===== src/rtl/load_store_unit.sv =====
// Load/store sequencer in front of the byte-lane BRAM: request handshake, range check, sign/zero extension.
// Optional: define LSU_MISALIGN_TRAP_EN to reject misaligned half/word accesses on the error path.
module load_store_unit #(
  parameter int MEM_BYTES = 8192
) (
  input  logic        clk,
  input  logic        rst_n,
  input  logic        req_valid,
  output logic        req_ready,
  input  logic        req_write,
  input  logic [1:0]  req_size,
  input  logic        req_unsigned,
  input  logic [31:0] req_addr,
  input  logic [31:0] req_wdata,
  output logic        resp_valid,
  input  logic        resp_ready,
  output logic [31:0] resp_rdata,
  output logic        resp_error,
  output logic [31:0] memory_address,
  output logic [31:0] memory_in,
  output logic [1:0]  memory_size,
  output logic        memory_write_enable,
  input  logic [31:0] memory_out
);

  // state   | meaning
  // S_IDLE  | ready for a request
  // S_ISSUE | address/data presented; write strobe cycle for stores
  // S_DATA  | memory read data valid; capture extended load data
  // S_RESP  | response presented until the core takes it
  typedef enum logic [1:0] {S_IDLE, S_ISSUE, S_DATA, S_RESP} state_t;

  state_t      r_state;
  state_t      w_next;
  logic [31:0] r_addr;
  logic [1:0]  r_size;
  logic [31:0] r_wdata;
  logic        r_write;
  logic        r_unsigned;
  logic        r_resp_valid;
  logic        r_resp_error;
  logic [31:0] r_resp_rdata;

  logic        w_accept;
  logic [32:0] w_span;
  logic        w_range_err;
  logic        w_misalign;
  logic        w_reject;
  logic [31:0] w_ext;

  assign w_accept = req_valid & (r_state == S_IDLE);

  always_comb begin
    w_span = 33'd4;
    case (req_size)
      2'b00:   w_span = 33'd1;
      2'b01:   w_span = 33'd2;
      default: w_span = 33'd4;
    endcase
  end

  // 33-bit sum keeps addresses near 0xFFFFFFFF from wrapping into range
  assign w_range_err = (({1'b0, req_addr} + w_span) > 33'(MEM_BYTES));

`ifdef LSU_MISALIGN_TRAP_EN
  always_comb begin
    w_misalign = 1'b0;
    case (req_size)
      2'b00:   w_misalign = 1'b0;
      2'b01:   w_misalign = req_addr[0];
      default: w_misalign = (req_addr[1:0] != 2'b00);
    endcase
  end
`else
  assign w_misalign = 1'b0;
`endif

  assign w_reject = w_range_err | w_misalign;

  always_comb begin
    w_ext = memory_out;
    case (r_size)
      2'b00:   w_ext = {{24{~r_unsigned & memory_out[7]}}, memory_out[7:0]};
      2'b01:   w_ext = {{16{~r_unsigned & memory_out[15]}}, memory_out[15:0]};
      default: w_ext = memory_out;
    endcase
  end

  always_ff @(posedge clk or negedge rst_n) begin
    if (!rst_n) r_state <= S_IDLE;
    else        r_state <= w_next;
  end

  always_comb begin
    w_next = r_state;
    case (r_state)
      S_IDLE: begin
        if (w_accept) w_next = w_reject ? S_RESP : S_ISSUE;
      end
      S_ISSUE: w_next = S_DATA;
      S_DATA:  w_next = S_RESP;
      S_RESP: begin
        if (r_resp_valid && resp_ready) w_next = S_IDLE;
      end
      default: w_next = S_IDLE;
    endcase
  end

  always_ff @(posedge clk or negedge rst_n) begin
    if (!rst_n) begin
      r_addr       <= '0;
      r_size       <= '0;
      r_wdata      <= '0;
      r_write      <= 1'b0;
      r_unsigned   <= 1'b0;
      r_resp_valid <= 1'b0;
      r_resp_error <= 1'b0;
      r_resp_rdata <= '0;
    end else begin
      case (r_state)
        S_IDLE: begin
          if (w_accept) begin
            r_addr       <= req_addr;
            r_size       <= req_size;
            r_wdata      <= req_wdata;
            r_write      <= req_write;
            r_unsigned   <= req_unsigned;
            r_resp_error <= w_reject;
            r_resp_rdata <= '0;
          end
        end
        S_DATA: begin
          r_resp_rdata <= r_write ? 32'd0 : w_ext;
        end
        S_RESP: begin
          // valid rises one edge after entering RESP; rdata/error untouched here
          if (r_resp_valid && resp_ready) r_resp_valid <= 1'b0;
          else                            r_resp_valid <= 1'b1;
        end
        default: ;
      endcase
    end
  end

  assign req_ready           = (r_state == S_IDLE);
  assign resp_valid          = r_resp_valid;
  assign resp_rdata          = r_resp_rdata;
  assign resp_error          = r_resp_error;
  assign memory_address      = r_addr;
  assign memory_in           = r_wdata;
  assign memory_size         = r_size;
  assign memory_write_enable = (r_state == S_ISSUE) & r_write;

endmodule

===== config.mk =====
export PLATFORM = sky130hd
export DESIGN_NAME = load_store_unit
export DESIGN_NICKNAME = d
export VERILOG_FILES = /design/src/rtl/load_store_unit.sv
export SDC_FILE = /design/constraint.sdc
export NUM_CORES = 1
export LEC_CHECK = 0
export CORE_UTILIZATION = 43
export CTS_BUF_LIST = sky130_fd_sc_hd__clkbuf_16
export CTS_CLUSTER_SIZE = 10
export DETAILED_ROUTE_END_ITERATION = 10
export PLACE_DENSITY = 0.91
export SYNTH_ARGS = -nofsm -noshare
export SYNTH_HDL_FRONTEND = slang
export SYNTH_SLANG_ARGS = --single-unit

===== constraint.sdc =====
create_clock -name clk -period 2.3 [get_ports clk]
set_input_delay 0.46 -clock clk [delete_from_list [all_inputs] [get_ports clk]]
set_output_delay 0.46 -clock clk [all_outputs]
set_load 0.01 [all_outputs]

* Word level (Yosys, flattened, before mapping) *
Index checks and enable logic that the tools add are counted.

word-level totals
  flip-flop bits (word level) = 104
  bits of input ports = 104
  output and inout bits = 102

operators by class
  add/subtract/negate cells = 1
  $lt $le $gt $ge = 1
  equality and inequality tests = 7
  mux-type cells = 10
  bitwise operators = 5
  reduce and logical (&&, ||, !) cells = 8

operators by type and width
  cell                  count
  $pmux 32 s2           2
  $mux 32               2
  $add 32x33->33        1
  $gt 33x14->1 const B  1
  $pmux 2 s4            1
  $eq 2x1->1 const B    3
  $logic_not 2->1       3
  $mux 2                3
  $pmux 3 s2            1
  $reduce_and 2->1      3
  $and 1x1->1           4
  $eq 2x2->1 const B    2
  $ne 2x1->1 const B    1
  $ne 2x2->1 const B    1
  $reduce_bool 2->1     1
  $logic_and 1x1->1     1
  $mux 1                1
  $not 1->1             1

* Depth between registers and ports, before layout *
Gate-level depths: netlist of run 1.

  word-level depth = 7
  gate-level depth with buffers = 10
  mapped depth without buffers = 10

* Worst setup path after synthesis of run 1 *
OpenSTA, ideal clock, no wires.

  path kind = input to register
  start = in req_size[0]
  end = reg r_state[1]
  library setup time = 0.133 ns
  arrival = 2.574 ns
  required time = 2.167 ns
  setup slack = -0.407 ns
  stages = 10
  path through = nor2_1 > ha_1 > fa_1 > a21oi_1 > nor3_1 > a311o_1 > a22oi_2 > nand4_1 > nor4b_2 > a21oi_1

on the way
  cells in the longest elaborated chain, start to end = 7
  elaborated cells on any way between the ends = 8

RTL lines
  what                                           line  RTL
  start, declared                                11    input logic [1:0] req_size,
  $eq 2x1->1 or $logic_not 2->1 (tied branches)  55    case (req_size)
  $pmux 3 s2 (*)                                 55
  $add 32x33->33 (*)                             63    assign w_range_err = (({1'b0, req_addr} + w_span) > 33'(MEM_BYTES));
  $gt 33x14->1 (*)                               63
  $mux 2 (*) (2 in a row)                        98    if (w_accept) w_next = w_reject ? S_RESP : S_ISSUE;
  $pmux 2 s4 (*)                                 96    case (r_state)
  end signal, assigned                           91    else r_state <= w_next;
  end, declared                                  33    state_t r_state;

Every way passes the cells marked *; elsewhere a longest branch is shown, timed or not. The select of a mux whose other input is x is not followed.
A chain may end at the register's enable or synchronous reset.

* Final worst setup path of run 1 *
  start = in req_addr[17]
  end = reg r_state[1]

on the way
  cells in the longest elaborated chain, start to end = 5

RTL lines
  what                 line  RTL
  start, declared      13    input logic [31:0] req_addr,
  $add 32x33->33       63
  $gt 33x14->1         63
  $mux 2 (2 in a row)  98
  $pmux 2 s4           96

Every way passes these cells. The select of a mux whose other input is x is not followed.

==> summary.txt, run 1 <==
Status
  • Outcome: finished with violations
  • Failing checks: negative setup slack

Synth
  • Sequential-to-total area share from yosys stat: 52.5%
  • Mapped cell area: 0.00496 mm2
  • Syn Area/Cell: 11.6 um2
  • Syn Inst Count: between 400 and 500
  • Predominant post-synthesis flop cell: dfrtp_1
  • EDFF count, synth: 0
  • Ys Warns: 0
  • Yosys reg bits: 104
  • Number of distinct library cells after synthesis: 59
  • Synth async-reset ratio: 100%
  • Syn_nets: 540

Run
  • Max Cap Viol: 0

Clock network
  • Worst-Skew Late Latency: 350 ps
  • Root buffer cell: clkbuf_16
  • Hold Buf Count CTS: 0
  • TritonCTS Buffers: 9
  • Clock transition at path regs: 70 ps
  • TritonCTS clock tree: built
  • Clk buf depth: 2
  • CTS sink cnt: 104
  • H-tree depth: 3

Timing
  • FMAX: between 400 and 500 MHz
  • Clock skew: 6.52 ps
  • Final setup viols: 2
  • Final Critical Period: 2400 ps
  • Max_slew headroom: 71.3%
  • Worst Max-Slew Pin Slew: between 400 and 500 ps
  • Fin crit share: 104%
  • Max Slew Vio Count: 0
  • Final hold violations: 0
  • Final worst slack: -98.8 ps
  • RSZ-0062 raised after global routing: true

Global routing
  • All-layer global routing usage: 26.0%
  • Initial antenna violation count: 0
  • Largest net degree at the start of global routing: 50
  • Number of global-route vias before repair: 4738
  • First-pass GRT wire length: 23.4 mm
  • Grt total ovfl: 0

Pwr
  • PD cells: approximately 1100 mW/mm2
  • Leak pwr: 3.57 nW
  • Worst IR drop on VDD: between 800 and 900 uV
  • Power Total: 9.09 mW

Die
  • CORE AREA: 0.0110 mm2
  • Die X: 109 um
  • Die Y: about 110 um
  • Starting density of the core: around 45%
  • IO Pins: just over 200
  • # rows: 38
  • Die area: about 0.012 mm2

Layout
  • # nets final: 814
  • Final instance area: between 0.008 and 0.009 mm2
  • N_diodes: 0
  • Layout Cells excl Fill: 846
  • Post-layout util: 75.0%
  • Area growth from synthesis to layout: 66.9%
  • Layout cells sized above 1: 30.0%

Place
  • Placed cell areas: 0.00776 mm2
  • GPL Wtd Cong: 0.934
  • Port Buffers: 205
  • DPL Wire Length: 11.3 mm
  • DP Cell Count: 823

Worst setup path
  • Crit end category: register
  • Critical path arrival: 2620 ps
  • Worst setup SP type: primary input
  • Worst Path Required: 2520 ps
  • Crit path max fanout: 5
  • Setup slack, reg-to-reg: roughly 460 ps
  • CP Class: in2reg

Worst hold path
  • Worst hold path class: in2async

Route
  • Average wire per standard cell: 17.9 um
  • Drt first pass iters: 4
  • Post-DRT Antenna Nets: 0
  • Drt drc: 0
  • Via Count: 4506
  • Drt total wl: 15.2 mm
  • DRT iter0 DRCs: 171
  • Via density: 5.33
sequential cells by signal, indices dropped and copies added, names as in the netlist:
register        cells
memory_size         2
memory_in          32
memory_address     32
r_write             1
resp_rdata         32
resp_valid          1
r_state             2
r_unsigned          1
resp_error          1
cell type report:
cell class                      instances  area, um2
Fill cell                             761       2760
Inverter                                5       18.8
Timing Repair Buffer                  284       2710
Clock inverter                          6       43.8
Multi-Input combinational cell        298       2500
Clock buffer                            9        225
Sequential cell                       104       2600
Tap cell                              140        175
layout by cell type, fill, tap and decap left out, types with 3 or more instances in the layout:
master           Yosys  routed
nor2_1              10       9
dlygate4sd2_1        0       8
clkbuf_16            0       9
nand3_4              2       3
a22o_1               9       9
dlymetal6s2s_1       0       6
o21ai_0             37      36
inv_1                5       6
and4_1               5       3
buf_4                2      72
a31oi_1              6       5
ha_1                 7       4
mux2_2              66      66
clkinvlp_4           0       3
nor2b_1             20      19
nor3_1               4       3
buf_12               0       4
nand2_1             55      54
a21oi_1              6       4
dfrtp_1            104     104
buf_6                1       5
ha_4                 0       3
nand4_1              6       6
clkdlybuf4s50_1      0     181
xor2_1               3       3
routing by layer:
metal / wire, um / vias to the layer above / track usage [%]
met5: 0 / - / 0
met3: 1050 / 18 / 6.82
met4: 248 / 0 / 9.52
met1: 6070 / 2221 / 30.5
met2: 7800 / 165 / 45.6
li1: - / 2102 / -
per-stage QoR:
stage	setup WS (ps)	hold slack (ps)	setup TNS, ps
2_1_floorplan	-161	164	-322
3_3_place_gp	-931	403	-1860
3_5_place_dp	-1060	410	-2110
4_1_cts	-59.1	28.4	-109
5_1_grt	-113	52.2	-196
6_report	-98.8	33.9	-160
synthesized netlist by cell type, drive strengths merged (2+ instances only):
| cell | instances | area, um2 |
|---|---|---|
| nand4 | 7 | 58.8 |
| nor4b | 3 | 32.5 |
| nor2 | 10 | 37.5 |
| and2 | 4 | 26.3 |
| a21o | 2 | 15.0 |
| nor3 | 4 | 20.0 |
| inv | 5 | 18.8 |
| and3 | 5 | 35.0 |
| or4b | 2 | 20.0 |
| o211ai | 2 | 15.0 |
| o32ai | 2 | 17.5 |
| nand2 | 55 | 206 |
| a21oi | 7 | 38.8 |
| or3 | 3 | 23.8 |
| dfrtp | 104 | 2600 |
| a211oi | 4 | 30.0 |
| nor2b | 20 | 125 |
| xnor2 | 2 | 17.5 |
| xor2 | 3 | 26.3 |
| mux2i | 3 | 30.0 |
| a22oi | 2 | 20.0 |
| and4 | 6 | 53.8 |
| buf | 3 | 26.3 |
| o21ai | 38 | 190 |
| a31oi | 6 | 37.5 |
| nor4 | 4 | 25.0 |
| clkbuf | 18 | 71.3 |
| ha | 7 | 87.6 |
| mux2 | 66 | 743 |
| a311oi | 2 | 17.5 |
| a311o | 2 | 20.0 |
| nand3 | 4 | 45.0 |
| a22o | 9 | 78.8 |
| a2111oi | 2 | 17.5 |
critical path, cell delays in order:
cell,delay [ps]
clkdlybuf4s50_1,510
buf_6,130
nand4_1,150
or4_4,550
a22oi_2,170
nand4_1,180
nor4b_4,350
a21oi_1,110
final timing paths:
path,from,depth (start not counted),endpoint
min reg2reg,resp_rdata[4],2,resp_rdata[4]
min,rst_n,1,memory_size[1]
max reg2reg,r_state[0],8,resp_rdata[19]
max,req_addr[17],8,r_state[1]
max in group asynchronous,rst_n,2,resp_rdata[20]
min in group clk,req_addr[0],2,memory_address[0]
report_power, final:
group	switching [mW]	internal (mW)
registers	0.469	2.69
clock network	0.696	0.732
logic	1.87	2.63
total	3.04	6.05
logic make-up (layout without fill, tap and decap cells):
family / after synthesis / after routing / synth area share [%]
XOR/XNOR: 5 / 5 / 0.884
AND/OR/NAND/NOR: 132 / 132 / 15.3
flip-flops: 104 / 104 / 52.5
AO/OA/AOI/OAI: 84 / 84 / 11.2
multiplexers: 69 / 69 / 15.6
buffers and inverters: 26 / 304 / 2.35
adder cells (fa/ha/maj): 8 / 8 / 2.17
timing repair:
action	4_1_cts	5_1_grt
buffers inserted	4	4
setup endpoints to repair	2	2
resized for setup	57	29
pin swaps	20	15
gates cloned	0	0
Note: power is estimated with default switching activity, not from simulation.
==> inputs of run 2 (changes only) <==
CORE_UTILIZATION = 30   (was 43)
PLACE_DENSITY = 0.71   (was 0.91)
==> summary.txt, run 2 (synthesized netlist as in run 1, its figures left out) <==
Global routing
  • Number of global-route vias before repair: 4734
  • Grt total ovfl: 0
  • Largest net degree at the start of global routing: 63
  • First-pass GRT wire length: 23.6 mm
  • All-layer global routing usage: 18.2%
  • Initial antenna violation count: 1

Place
  • Port Buffers: 205
  • DPL Wire Length: 11.6 mm
  • GPL Wtd Cong: roughly 0.85
  • DP Cell Count: 901

Pwr
  • Leak pwr: roughly 3.5 nW
  • PD cells: 1110 mW/mm2
  • Worst IR drop on VDD: 598 uV

Clock network
  • Hold Buf Count CTS: 0
  • TritonCTS Buffers: 9
  • Worst-Skew Late Latency: 360 ps
  • H-tree depth: 3
  • CTS sink cnt: 104
  • Clock transition at path regs: about 80 ps
  • Root buffer cell: clkbuf_16
  • Clk buf depth: 2
  • TritonCTS clock tree: built

Layout
  • Area occupied by multi-input gates: 0.00246 mm2
  • Layout Cells excl Fill: 921
  • Sequential Area: 0.00260 mm2
  • Commonest non-fill, non-tap cell in the layout: clkdlybuf4s50_1
  • Layout cells sized above 1: between 20% and 30%
  • Commonest non-fill, non-tap cells in the layout: clkdlybuf4s50_1, dfrtp_1, buf_4
  • Filler Cell Count: 1461
  • # nets final: 811
  • Area growth from synthesis to layout: 68.5%

Worst setup path
  • Max stage delay on crit path: 430 ps
  • Worst-path cell chain: buf_12, nor2_4, ha_4, fa_2, a21oi_4, buf_6, nor2_1, a211oi_1, nor2_1, nor4_1, nor4b_4, a21oi_1
  • RR Endpoint: resp_rdata[26]
  • Reg2Reg Depth: 5
  • Worst path most repeated cell: nor2_1
  • Critical path origin: req_size[1]
  • Setup slack, reg-to-reg: around 500 ps
  • CP Class: in2reg
  • CP Capture Point: r_state[1]
  • Worst Path Required: 2530 ps
  • Crit path depth: 12
  • CP top delay family: simple AND/OR/NAND/NOR gates
  • Worst setup SP type: primary input
  • Buf+Inv Stages, Crit Path: 2
  • Crit path max fanout: 4
  • Crit end category: register
  • Slowest CP cell: fa_2
  • RR Startpoint: r_unsigned
  • Critical path arrival: 2630 ps

Timing
  • Final hold violations: 0
  • Final worst slack: -103 ps
  • Clock skew: ~6.8 ps
  • FMAX: 416 MHz
  • Final setup viols: 2
  • RSZ-0062 raised after global routing: true
  • Sum Neg Setup Slack: -189 ps
  • Fin crit share: 104%
  • Worst Max-Slew Pin Slew: 574 ps
  • Final Critical Period: 2400 ps
  • Max Slew Vio Count: 0
  • Max_slew headroom: 61.7%

Route
  • Drt first pass iters: 4
  • Via density: 4.81
  • Via Count: 4427
  • Post-DRT Antenna Nets: 0
  • DRT iter0 DRCs: 207
  • Drt total wl: about 15 mm
  • Drt drc: 0
  • Average wire per standard cell: approximately 16 um

Status
  • Outcome: finished with violations
  • Failing checks: negative setup slack

Die
  • Die Y: 131 um
  • Die area: 0.0170 mm2
  • # rows: 46
  • Starting density of the core: 31.0%
  • CORE AREA: 0.0160 mm2
  • Die X: 131 um
  • IO Pins: 206

Run
  • Max Cap Viol: 0

Worst hold path
  • Worst hold path class: in2async
-- run 2: cell types whose count changed in the layout (fill, tap and decap cells not counted), moves of 3 or more --
cell and delta:
dlymetal6s2s_1 -6, clkdlybuf4s50_1 +8, buf_6 -3, clkinvlp_4 -3
-- run 2: power breakdown --
| part | switching (mW) | internal (mW) | total, mW | leakage, nW |
|---|---|---|---|---|
| Sequential | 0.456 | 2.69 | 3.14 | 1.28 |
| Combinational | 1.80 | 2.62 | 4.42 | 2.08 |
| Clock | 0.739 | 0.981 | 1.72 | 0.165 |
| Total | 3.00 | 6.28 | 9.28 | 3.52 |
-- run 2: worst reg2reg max path, stage by stage (launching register included) --
cell and delay, ps:
dfrtp_1 390, or4b_2 680, o21ai_0 130, o21ai_0 110
buf_4 190, o21ai_0 210
-- run 2: metal layers --
metal / up-vias / track usage (%) / wire length [um]
li1: 2095 / - / -
met1: 2141 / 20.7 / 5830
met2: 157 / 30.8 / 7370
met3: 34 / 5.50 / 1080
met4: 0 / 9.40 / 558
met5: - / 0 / 0
-- run 2: worst min-delay path by stage --
stage,cells past startpoint,slack (ps),from,end
6_report,1,80,rst_n,memory_in[13]
5_1_grt,1,110,rst_n,memory_in[12]
4_1_cts,1,100,rst_n,memory_in[14]
3_5_place_dp,2,470,resp_rdata[19],resp_rdata[19]
3_3_place_gp,2,470,resp_rdata[3],resp_rdata[3]
2_1_floorplan,0,160,rst_n,memory_address[0]
-- run 2: through the flow --
stage | hold slack [ps] | cell area (um2) | setup WS [ps] | util (%) | total power, mW
2_1_floorplan | 164 | 5030 | -161 | - | 5.07
3_3_place_gp | 466 | 7860 | -1000 | 49.1 | 7.46
3_5_place_dp | 470 | 7860 | -1080 | 49.1 | 7.61
4_1_cts | 99.0 | 8290 | -60.9 | 51.8 | 9.41
5_1_grt | 113 | 8350 | -137 | 52.2 | 9.91
6_report | 83.1 | 8350 | -103 | 52.2 | 9.28
-- run 2: timing repair --
item	in CTS	in global routing
setup buffers	3	0
resized for setup	53	10
endpoints found under the setup margin	3	2
pin swaps	21	7
-- run 2: cell type report --
type,count,share of cell area [%]
sequential,104,31.2
tap,216,3.24
timing repair buffer,281,31.8
clock inverter,7,1.36
inverter,5,0.225
multi-input combinational,298,29.4
clock buffer,9,2.70
antenna,1,0.0300
==> inputs of run 3 (changes only) <==
CORE_MARGIN = 2   (was unset)
CORE_UTILIZATION = 43   (was 30)
PLACE_DENSITY = 0.91   (was 0.71)
==> summary.txt, run 3 (synthesized netlist as in run 1, its figures left out) <==
Timing
  • Final hold violations: 0
  • FMAX: 420 MHz
  • Sum Neg Setup Slack: -148 ps
  • Max_slew headroom: 64.0%
  • Max Slew Vio Count: 0
  • Worst Max-Slew Pin Slew: 540 ps
  • Final worst slack: -83.5 ps
  • Final setup viols: 2
  • Clock skew: 5.15 ps
  • Final Critical Period: 2380 ps
  • Fin crit share: 104%
  • Hold Slack: between 90 and 100 ps
  • RSZ-0062 raised after global routing: true

Worst setup path
  • Worst Path Required: 2520 ps
  • Worst setup SP type: primary input
  • CP Class: in2reg
  • Critical path arrival: 2600 ps
  • Crit path max fanout: 4
  • Crit end category: register

Clock network
  • Clk buf depth: 2
  • CTS sink cnt: 104
  • Clock transition at path regs: around 60 ps
  • Worst-Skew Late Latency: 350 ps
  • TritonCTS Buffers: 9
  • TritonCTS clock tree: built
  • Root buffer cell: clkbuf_16
  • H-tree depth: 3

Pwr
  • PD cells: between 1000 and 1500 mW/mm2
  • Leak pwr: approximately 3.6 nW
  • Power Total: 9.20 mW
  • Worst IR drop on VDD: roughly 750 uV

Layout
  • Area occupied by multi-input gates: 0.00247 mm2
  • N_diodes: 0
  • Filler Cell Count: 798
  • Commonest non-fill, non-tap cell in the layout: clkdlybuf4s50_1
  • Layout cells sized above 1: between 20% and 30%
  • Sequential Area: around 0.0026 mm2
  • Post-layout util: between 70% and 80%
  • # nets final: 810
  • Commonest non-fill, non-tap cells in the layout: clkdlybuf4s50_1, dfrtp_1, buf_4
  • Area growth from synthesis to layout: 66.1%
  • Final instance area: just over 0.008 mm2

Die
  • Starting density of the core: 43.8%
  • Die area: 0.0124 mm2
  • IO Pins: between 200 and 250
  • # rows: 39
  • Die X: 111 um
  • Die Y: 111 um
  • CORE AREA: between 0.01 and 0.015 mm2

Global routing
  • First-pass GRT wire length: 24.2 mm
  • All-layer global routing usage: between 20% and 30%
  • Largest net degree at the start of global routing: 42
  • Grt total ovfl: 0
  • Number of global-route vias before repair: approximately 4.8k
  • Initial antenna violation count: 0

Route
  • DRT iter0 DRCs: 281
  • Post-DRT Antenna Nets: 0
  • Average wire per standard cell: 17.9 um
  • Drt total wl: 15.1 mm
  • Via Count: ~4.6k
  • Via density: between 5 and 6
  • Drt drc: 0
  • Drt first pass iters: 4

Worst hold path
  • Worst hold path class: in2async

Status
  • Outcome: finished with violations
  • Failing checks: negative setup slack

Run
  • Max Cap Viol: 0

Place
  • Placed cell areas: 0.00776 mm2
  • GPL Wtd Cong: 0.901
  • DPL Wire Length: 11.3 mm
  • Port Buffers: slightly above 200
## run 3: path summary, 6_finish.rpt
| check | startpoint | to | slack, ps | cells after the start |
|---|---|---|---|---|
| min in group clk | req_size[0] | memory_size[0] | 360 | 2 |
| worst max-delay path | req_size[1] | resp_error | -80 | 11 |
| worst max register to register | r_state[0] | resp_rdata[1] | 520 | 5 |
| worst min register to register | resp_rdata[31] | resp_rdata[31] | 490 | 2 |
| worst min-delay path | rst_n | resp_rdata[2] | 90 | 1 |
| max in group asynchronous | rst_n | r_write | 1490 | 2 |
## run 3: what timing repair did
item | CTS | global route
buffers inserted | 0 | 3
endpoints found under the setup margin | 3 | 2
pin swaps | 20 | 20
resized for setup | 54 | 26
hold buffers | 0 | 0
## run 3: stage by stage
step,cells,worst slack (ps)
floorplan,428,-161
global placement,827,-924
detailed placement,827,-1060
CTS,843,-73.0
global route,846,-172
finish,846,-83.5
## run 3: layer usage
| layer | track usage, % | vias up | wire, um |
|---|---|---|---|
| met2 | 42.3 | 218 | 7670 |
| met3 | 5.01 | 38 | 1060 |
| met4 | 10.8 | 0 | 491 |
| met5 | 0 | - | 0 |
| li1 | - | 2102 | - |
| met1 | 28.3 | 2212 | 5890 |
## run 3: where the power goes
part           leakage [nW]  internal, mW  switching (mW)
Combinational          2.14          2.59            1.84
Sequential             1.28          2.69           0.467
Clock                 0.152         0.945           0.670
## run 3: area by class of cell
class / count / share of cell area (%)
Clock buffer: 9 / 2.74
Tap cell: 143 / 2.17
Timing Repair Buffer: 280 / 32.2
Sequential cell: 104 / 31.6
Clock inverter: 7 / 1.06
Multi-Input combinational cell: 298 / 30.0
Inverter: 5 / 0.228
## run 3: critical path: stages
cell	delay, ps
buf_8	110
nor2_4	110
ha_4	150
fa_2	250
a21oi_4	100
or3_4	360
o32ai_2	210
o211ai_1	150
nor4_2	290
nor4b_4	290
o21ai_1	120
